--- src/rtl/de1_soc_morse.sv ---
// de1_soc_morse: DE1-SoC Morse-code key decoder (key press -> dot/dash -> letter on HEX0).
//   CLOCK_50     in   50 MHz clock, all state on the rising edge
//   SW[9]        in   synchronous active-high reset; SW[8] = correct (mirrored to LEDR[6])
//   KEY[0]       in   Morse key, active-low, asynchronous
//   HEX0..HEX5   out  7-segment {g,f,e,d,c,b,a}, active-low; HEX0 = current letter
//   LEDR         out  {3'b0, correct, divided clock bit, 1'b0, reset, 1'b0, dot, dash}
// Optional feature macro: AUTO_CLEAR_EN (idle gap ends a letter and scrolls it into HEX1..HEX5).
module de1_soc_morse #(
    parameter int WHICH_CLOCK = 0,
    parameter int DASH_CYCLES = 12_500_000,
    parameter int GAP_CYCLES  = 50_000_000
) (
    input  logic       CLOCK_50,
    input  logic [9:0] SW,
    input  logic [3:0] KEY,
    output logic [6:0] HEX0,
    output logic [6:0] HEX1,
    output logic [6:0] HEX2,
    output logic [6:0] HEX3,
    output logic [6:0] HEX4,
    output logic [6:0] HEX5,
    output logic [9:0] LEDR
);
    localparam logic [5:0] START = 6'b000001;
    localparam logic [5:0] ERR   = 6'b111111;
    localparam logic [6:0] BLANK = 7'b1111111;
    localparam logic [6:0] BAR   = 7'b0111111;
    localparam int CW = $clog2(DASH_CYCLES + 1);
    logic          rst;
    logic [31:0]   clk_cnt;
    logic          sync1, sync2, pressed;
    logic [CW-1:0] count;
    logic          dot, dash;
    logic [5:0]    state;
    logic [6:0]    glyph;
    logic          gap_hit;
    logic          unused_ok;
    assign rst     = SW[9];
    assign pressed = ~sync2;
    always_ff @(posedge CLOCK_50) begin
        if (rst) clk_cnt <= '0;
        else     clk_cnt <= clk_cnt + 32'd1;
    end
    // count != 0 marks that the previous cycle was pressed, so it doubles as the release detector.
    always_ff @(posedge CLOCK_50) begin
        if (rst) begin
            sync1 <= 1'b1;
            sync2 <= 1'b1;
            count <= '0;
            dot   <= 1'b0;
            dash  <= 1'b0;
        end else begin
            sync1 <= KEY[0];
            sync2 <= sync1;
            count <= pressed ? (count >= CW'(DASH_CYCLES) ? count : count + 1'b1) : '0;
            dot   <= !pressed && count != '0 && count < CW'(DASH_CYCLES);
            dash  <= !pressed && count >= CW'(DASH_CYCLES);
        end
    end
    // Sentinel-shift decoder: a 4-symbol code has the sentinel in bit 4, so the next symbol errors.
    always_ff @(posedge CLOCK_50) begin
        if (rst)              state <= START;
        else if (gap_hit)     state <= START;
        else if (dot || dash) state <= (state[5] || state[4]) ? ERR : {state[4:0], dash};
    end
    always_comb begin
        case (state)
            6'b000001: glyph = BLANK;
            6'b000010: glyph = 7'b0000110; // E
            6'b000011: glyph = 7'b0000111; // T
            6'b000100: glyph = 7'b1111001; // I
            6'b000101: glyph = 7'b0001000; // A
            6'b000110: glyph = 7'b0101011; // N
            6'b000111: glyph = 7'b1001000; // M
            6'b001000: glyph = 7'b0010010; // S
            6'b001001: glyph = 7'b1000001; // U
            6'b001010: glyph = 7'b0101111; // R
            6'b001011: glyph = 7'b1010101; // W
            6'b001100: glyph = 7'b0100001; // D
            6'b001101: glyph = 7'b0001010; // K
            6'b001110: glyph = 7'b1000010; // G
            6'b001111: glyph = 7'b1000000; // O
            6'b010000: glyph = 7'b0001001; // H
            6'b010001: glyph = 7'b1100011; // V
            6'b010010: glyph = 7'b0001110; // F
            6'b010100: glyph = 7'b1000111; // L
            6'b010110: glyph = 7'b0001100; // P
            6'b010111: glyph = 7'b1100001; // J
            6'b011000: glyph = 7'b0000011; // B
            6'b011001: glyph = 7'b0110110; // X
            6'b011010: glyph = 7'b1000110; // C
            6'b011011: glyph = 7'b0010001; // Y
            6'b011100: glyph = 7'b0100100; // Z
            6'b011101: glyph = 7'b0011000; // Q
            default:   glyph = BAR;
        endcase
    end
    assign HEX0 = glyph;
`ifdef AUTO_CLEAR_EN
    localparam int GW = $clog2(GAP_CYCLES + 1);
    logic [GW-1:0]  gap;
    logic [4:0][6:0] hist;
    // Fires on the GAP_CYCLES-th consecutive idle cycle with a letter in progress.
    assign gap_hit = !pressed && state != START && gap == GW'(GAP_CYCLES - 1);
    always_ff @(posedge CLOCK_50) begin
        if (rst) begin
            gap  <= '0;
            hist <= {5{BLANK}};
        end else begin
            gap <= (pressed || state == START || gap_hit) ? '0 : gap + 1'b1;
            if (gap_hit) hist <= {hist[3:0], glyph};
        end
    end
    assign {HEX5, HEX4, HEX3, HEX2, HEX1} = hist;
`else
    assign gap_hit = 1'b0;
    assign {HEX5, HEX4, HEX3, HEX2, HEX1} = {5{BLANK}};
`endif
    assign LEDR = {3'b000, SW[8], clk_cnt[WHICH_CLOCK], 1'b0, rst, 1'b0, dot, dash};
    assign unused_ok = ^{SW[7:0], KEY[3:1], clk_cnt, 32'(GAP_CYCLES)};
endmodule

--- config.mk ---
export PLATFORM = sky130hd
export DESIGN_NAME = de1_soc_morse
export DESIGN_NICKNAME = d
export VERILOG_FILES = /design/src/rtl/de1_soc_morse.sv
export SDC_FILE = /design/constraint.sdc
export NUM_CORES = 1
export LEC_CHECK = 0
export BUFFER_PORTS_ARGS = -buffer_cell sky130_fd_sc_hd__buf_2
export CAP_MARGIN = 5
export CORE_MARGIN = 10
export CORE_UTILIZATION = 50
export DETAILED_ROUTE_END_ITERATION = 16
export PLACE_DENSITY = 0.82
export RECOVER_POWER = 50
export SLEW_MARGIN = 20
export SYNTH_ARGS = -nofsm -noshare
export SYNTH_HDL_FRONTEND = slang
export SYNTH_SLANG_ARGS = --single-unit
--- constraint.sdc ---
create_clock -name CLOCK_50 -period 3.89 [get_ports CLOCK_50]
set_clock_uncertainty 0.05 [all_clocks]
set_input_delay 0.389 -clock CLOCK_50 [delete_from_list [all_inputs] [get_ports CLOCK_50]]
set_output_delay 0.389 -clock CLOCK_50 [all_outputs]
set_load 0.02 [all_outputs]
-- Yosys cells after proc, flatten, opt, wreduce, memory -nomap -nowiden
Memory sizes are Yosys's and may differ from the RTL's. A register that Yosys moved wholly into a read port is not among the register bits.
Cells that the tools add are included.
- bits in registers: 66
- ROM bits: 224
- bits of input ports: 15
- output and inout port bits: 52
- logic and storage cells: 23
- memories: 1
- $add $sub $neg: 2
- magnitude comparators: 2
- muxes and demuxes: 4
- reductions and logical operators: 7
- memories (name ; words ; width ; read ports ; clocked after memory_dff ; write ports ; line ; RTL):
    (name not given) ; 32 ; 7 ; 1 ; 1 ; 0 ; 67 ; case (state)
- operator list (cell ; number):
    adder 32 x 1 -> 32 bit (second input constant) ; 1
    adder 24 x 1 -> 24 bit (second input constant) ; 1
    greater-or-equal comparator 24 bit (second input constant) ; 1
    < comparator 24 bit (second input constant) ; 1
    nonzero test 24 bit ; 1
    2-to-1 mux 5 bit ; 2
    2-to-1 mux 7 bit ; 1
    2-to-1 mux 6 bit ; 1
    logical AND 1 bit ; 3
    logical OR 1 bit ; 2
    OR reduction 2 bit ; 1

-- Logic depth before layout (Yosys ltp)
- depth after elaboration: 4
- mapped depth: 10
- gate-level depth less buffers: 8

-- Least setup slack after synthesis
Ideal clock, no wire load.
- path kind: register to register
- start point: reg dash
- end point: reg (tool-made name)
- setup time: 0.079 ns
- data arrival time: 2.163 ns
- data required time: 3.761 ns
- slack: 1.598 ns
- cell stages (with the launch flop): 10
- path buffers: 2
- period minus slack after synthesis: 2.292 ns
- cell sequence: dfxtp_1 -> buf_2 -> or2_2 -> buf_2 -> a211oi_2 -> inv_1 -> ha_1 -> o32ai_1 -> a21oi_1 -> a22oi_1
- RTL lines (what ; line ; RTL):
    start, declared ; 33 ; logic dot, dash;
    start signal, assigned ; 57 ; dash <= !pressed && count >= CW'(DASH_CYCLES);

==> results.cfg <==
[status]
outcome = completed

[layout]
diodes = 0
final_cell_area_um2 = 2800
area_delta_synth_final_pct = -2.53
fin_nets = 377
drive_above_1_share_pct = 14.4
mostFrequentLayoutCell = dfxtp_1
final_cell_mix = 42 x dfxtp_1, 40 x conb_1, 27 x nor2_1, 21 x nand2_1, 20 x a21oi_1

[power_and_ir_drop]
p_leak_nw = 0.929
pwr-share-clk_pct = 35.4
p_seq_share_pct = 54.6
totalPowerFinal_uw = 804
swShare_pct = 28.2
power_frac_comb_pct = 10.0
p_per_area_nw_per_um2 = 287
p_switching_uw = 227
p_int_uw = 577
vdd_drop_max_mv = 0.159

[timing]
finalHoldWorstSlack_ps = 218
tns_ps = 0
drv_slew = 0
max_freq_mhz = 375
period_needed_ps = 2670
layout_setup_ws_ps = 1220
relSlewSlack_pct = 42.5
finalCritPeriodShare_pct = 68.5
hold_viol = 0
tightest_slew_ps = 860
setup_viol = 0
rsz0062_at_grt = no

[worst_setup_path]
crit_required_ps = 4010
crit_type = reg -> reg
start_kind = flop
path_max_fanout = 11
critPathCaptureType = flop
arrival_ps = 2790

[route]
first_pass_iters = 4
vias = 2473
wl_mm = 6.29
post_drt_wl_per_cell_um = 14.8
viasPerCell = 5.81
remaining_drc_errors = 0
drtIter0Drc = 217
ant_nets = 0

[cts]
ctsHtreeMaxLevel = 2
cts_root_buffer = clkbuf_8
clock_latency_ps = 300
ctsHoldBuffers = 0
cts_made_buffers = 5
clock_sink_count = 42
clk_pin_slew_ps = 80
clockBufferDepth = 2
cts.repair_timing.setup_buffer_count = 0
cts_resized = 0
cts_tree = built

[synthesis]
ys_warn_count = 0
synth_edf_count = 0
ys_seq_area_share_pct = 29.3
yosys_most_used_dff = dfxtp_1
synth.avg_cell_area_um2 = 8.01
synth_area_um2 = 2870
ys_ff_latch = 42
synth_cells = 358
yosysUniqueCellTypes = 60
synthArstFlopShare_pct = 0

[floorplanning]
core_area_um2 = 5540
die_h_um = 95.8
rows = 27
die_w_um = 95.8
start_util_pct = 51.8
dieArea_um2 = 9170
pin_count = 67

[run]
maxCapViolCount = 0

[global_routing]
grt_remaining_overflow = 0
grt_max_degree = 38
antenna_found_initial = 0
grt_pass1_vias = 2234
grt_pass1_wl_mm = 10.4
grt_use_total_pct = 13.4

[placement]
placed_cell_area_um2 = 2730
place.gp.congestion = 0.981
portBuffers = 13
hpwlAfterDp_mm = 4.49
place_ws_ps = 1310

[min_path]
hp-class = in -> reg
[routing by layer]
metal | share of wire [%] | vias to the layer above | wire length (um) | track usage [%]
met5 | 0 | - | 0 | 0
met4 | 1.5 | 0 | 93 | 5.41
met3 | 8.3 | 14 | 525 | 2.65
met2 | 49 | 104 | 3110 | 22.3
met1 | 41 | 1166 | 2560 | 16.6
li1 | - | 1189 | - | -
[power by group through the flow]
stage	clock network [mW]	logic, mW	registers [mW]
after floorplan	0	0.101	0.449
after global placement	0	0.0777	0.449
after detailed placement	0	0.0791	0.449
after CTS	0.292	0.0792	0.439
after global routing	0.308	0.0876	0.440
final	0.285	0.0800	0.439
[per-stage QoR]
stage,utilization (%),cells
floorplan,-,396
global placement,49.2,418
detailed placement,49.2,418
CTS,50.8,426
global route,50.5,426
finish,50.5,426
[worst max-delay path: stages (launching register included)]
cell      delay (ps)
dfxtp_1          420
or2_0            410
a211oi_2         590
inv_1            290
ha_1             290
inv_1             80
nor2_1            60
o31ai_1          260
a32oi_1           90
[cell type report]
| class | instances | area [um^2] |
|---|---|---|
| repair buffers | 13 | 50.0 |
| clock inverters | 3 | 21.3 |
| well taps | 72 | 90.1 |
| flip-flops and latches | 42 | 841 |
| clock buffers | 5 | 68.8 |
| multi-input cells | 275 | 1670 |
| inverters | 16 | 60.1 |
| fillers | 547 | 2740 |
[logic make-up (layout without fill, tap and decap cells)]
family	after synthesis	in the layout	share of synthesized area (%)
simple gates	132	132	25.6
compound gates	88	88	21.5
buf+inv	79	37	17.5
flops	42	42	29.3
fa+ha+maj	9	9	3.93
xor+xnor	3	3	0.916
mux	3	3	1.05
other cells	2	40	0.262
[worst paths after layout]
check	start	end	slack [ps]	depth (start not counted)
max	dash$_SDFF_PP0_	flop	1220	8
min reg2reg	sync1$_SDFF_PP1_	sync2$_SDFF_PP1_	370	1
max reg2reg	dash$_SDFF_PP0_	flop	1220	8
min	KEY[0]	sync1$_SDFF_PP1_	220	2
[synth_stat cells, types with 11 or more instances]
master,instances,area (um^2)
nor2_1,27,101
dfxtp_1,42,841
inv_1,15,56.3
buf_4,45,338
o21ai_0,13,65.1
nand3_1,13,65.1
clkbuf_1,11,41.3
or3_2,11,82.6
nand4_1,12,75.1
a21oi_1,20,100
nand2_1,21,78.8
Note: power is estimated with default switching activity, not from simulation.
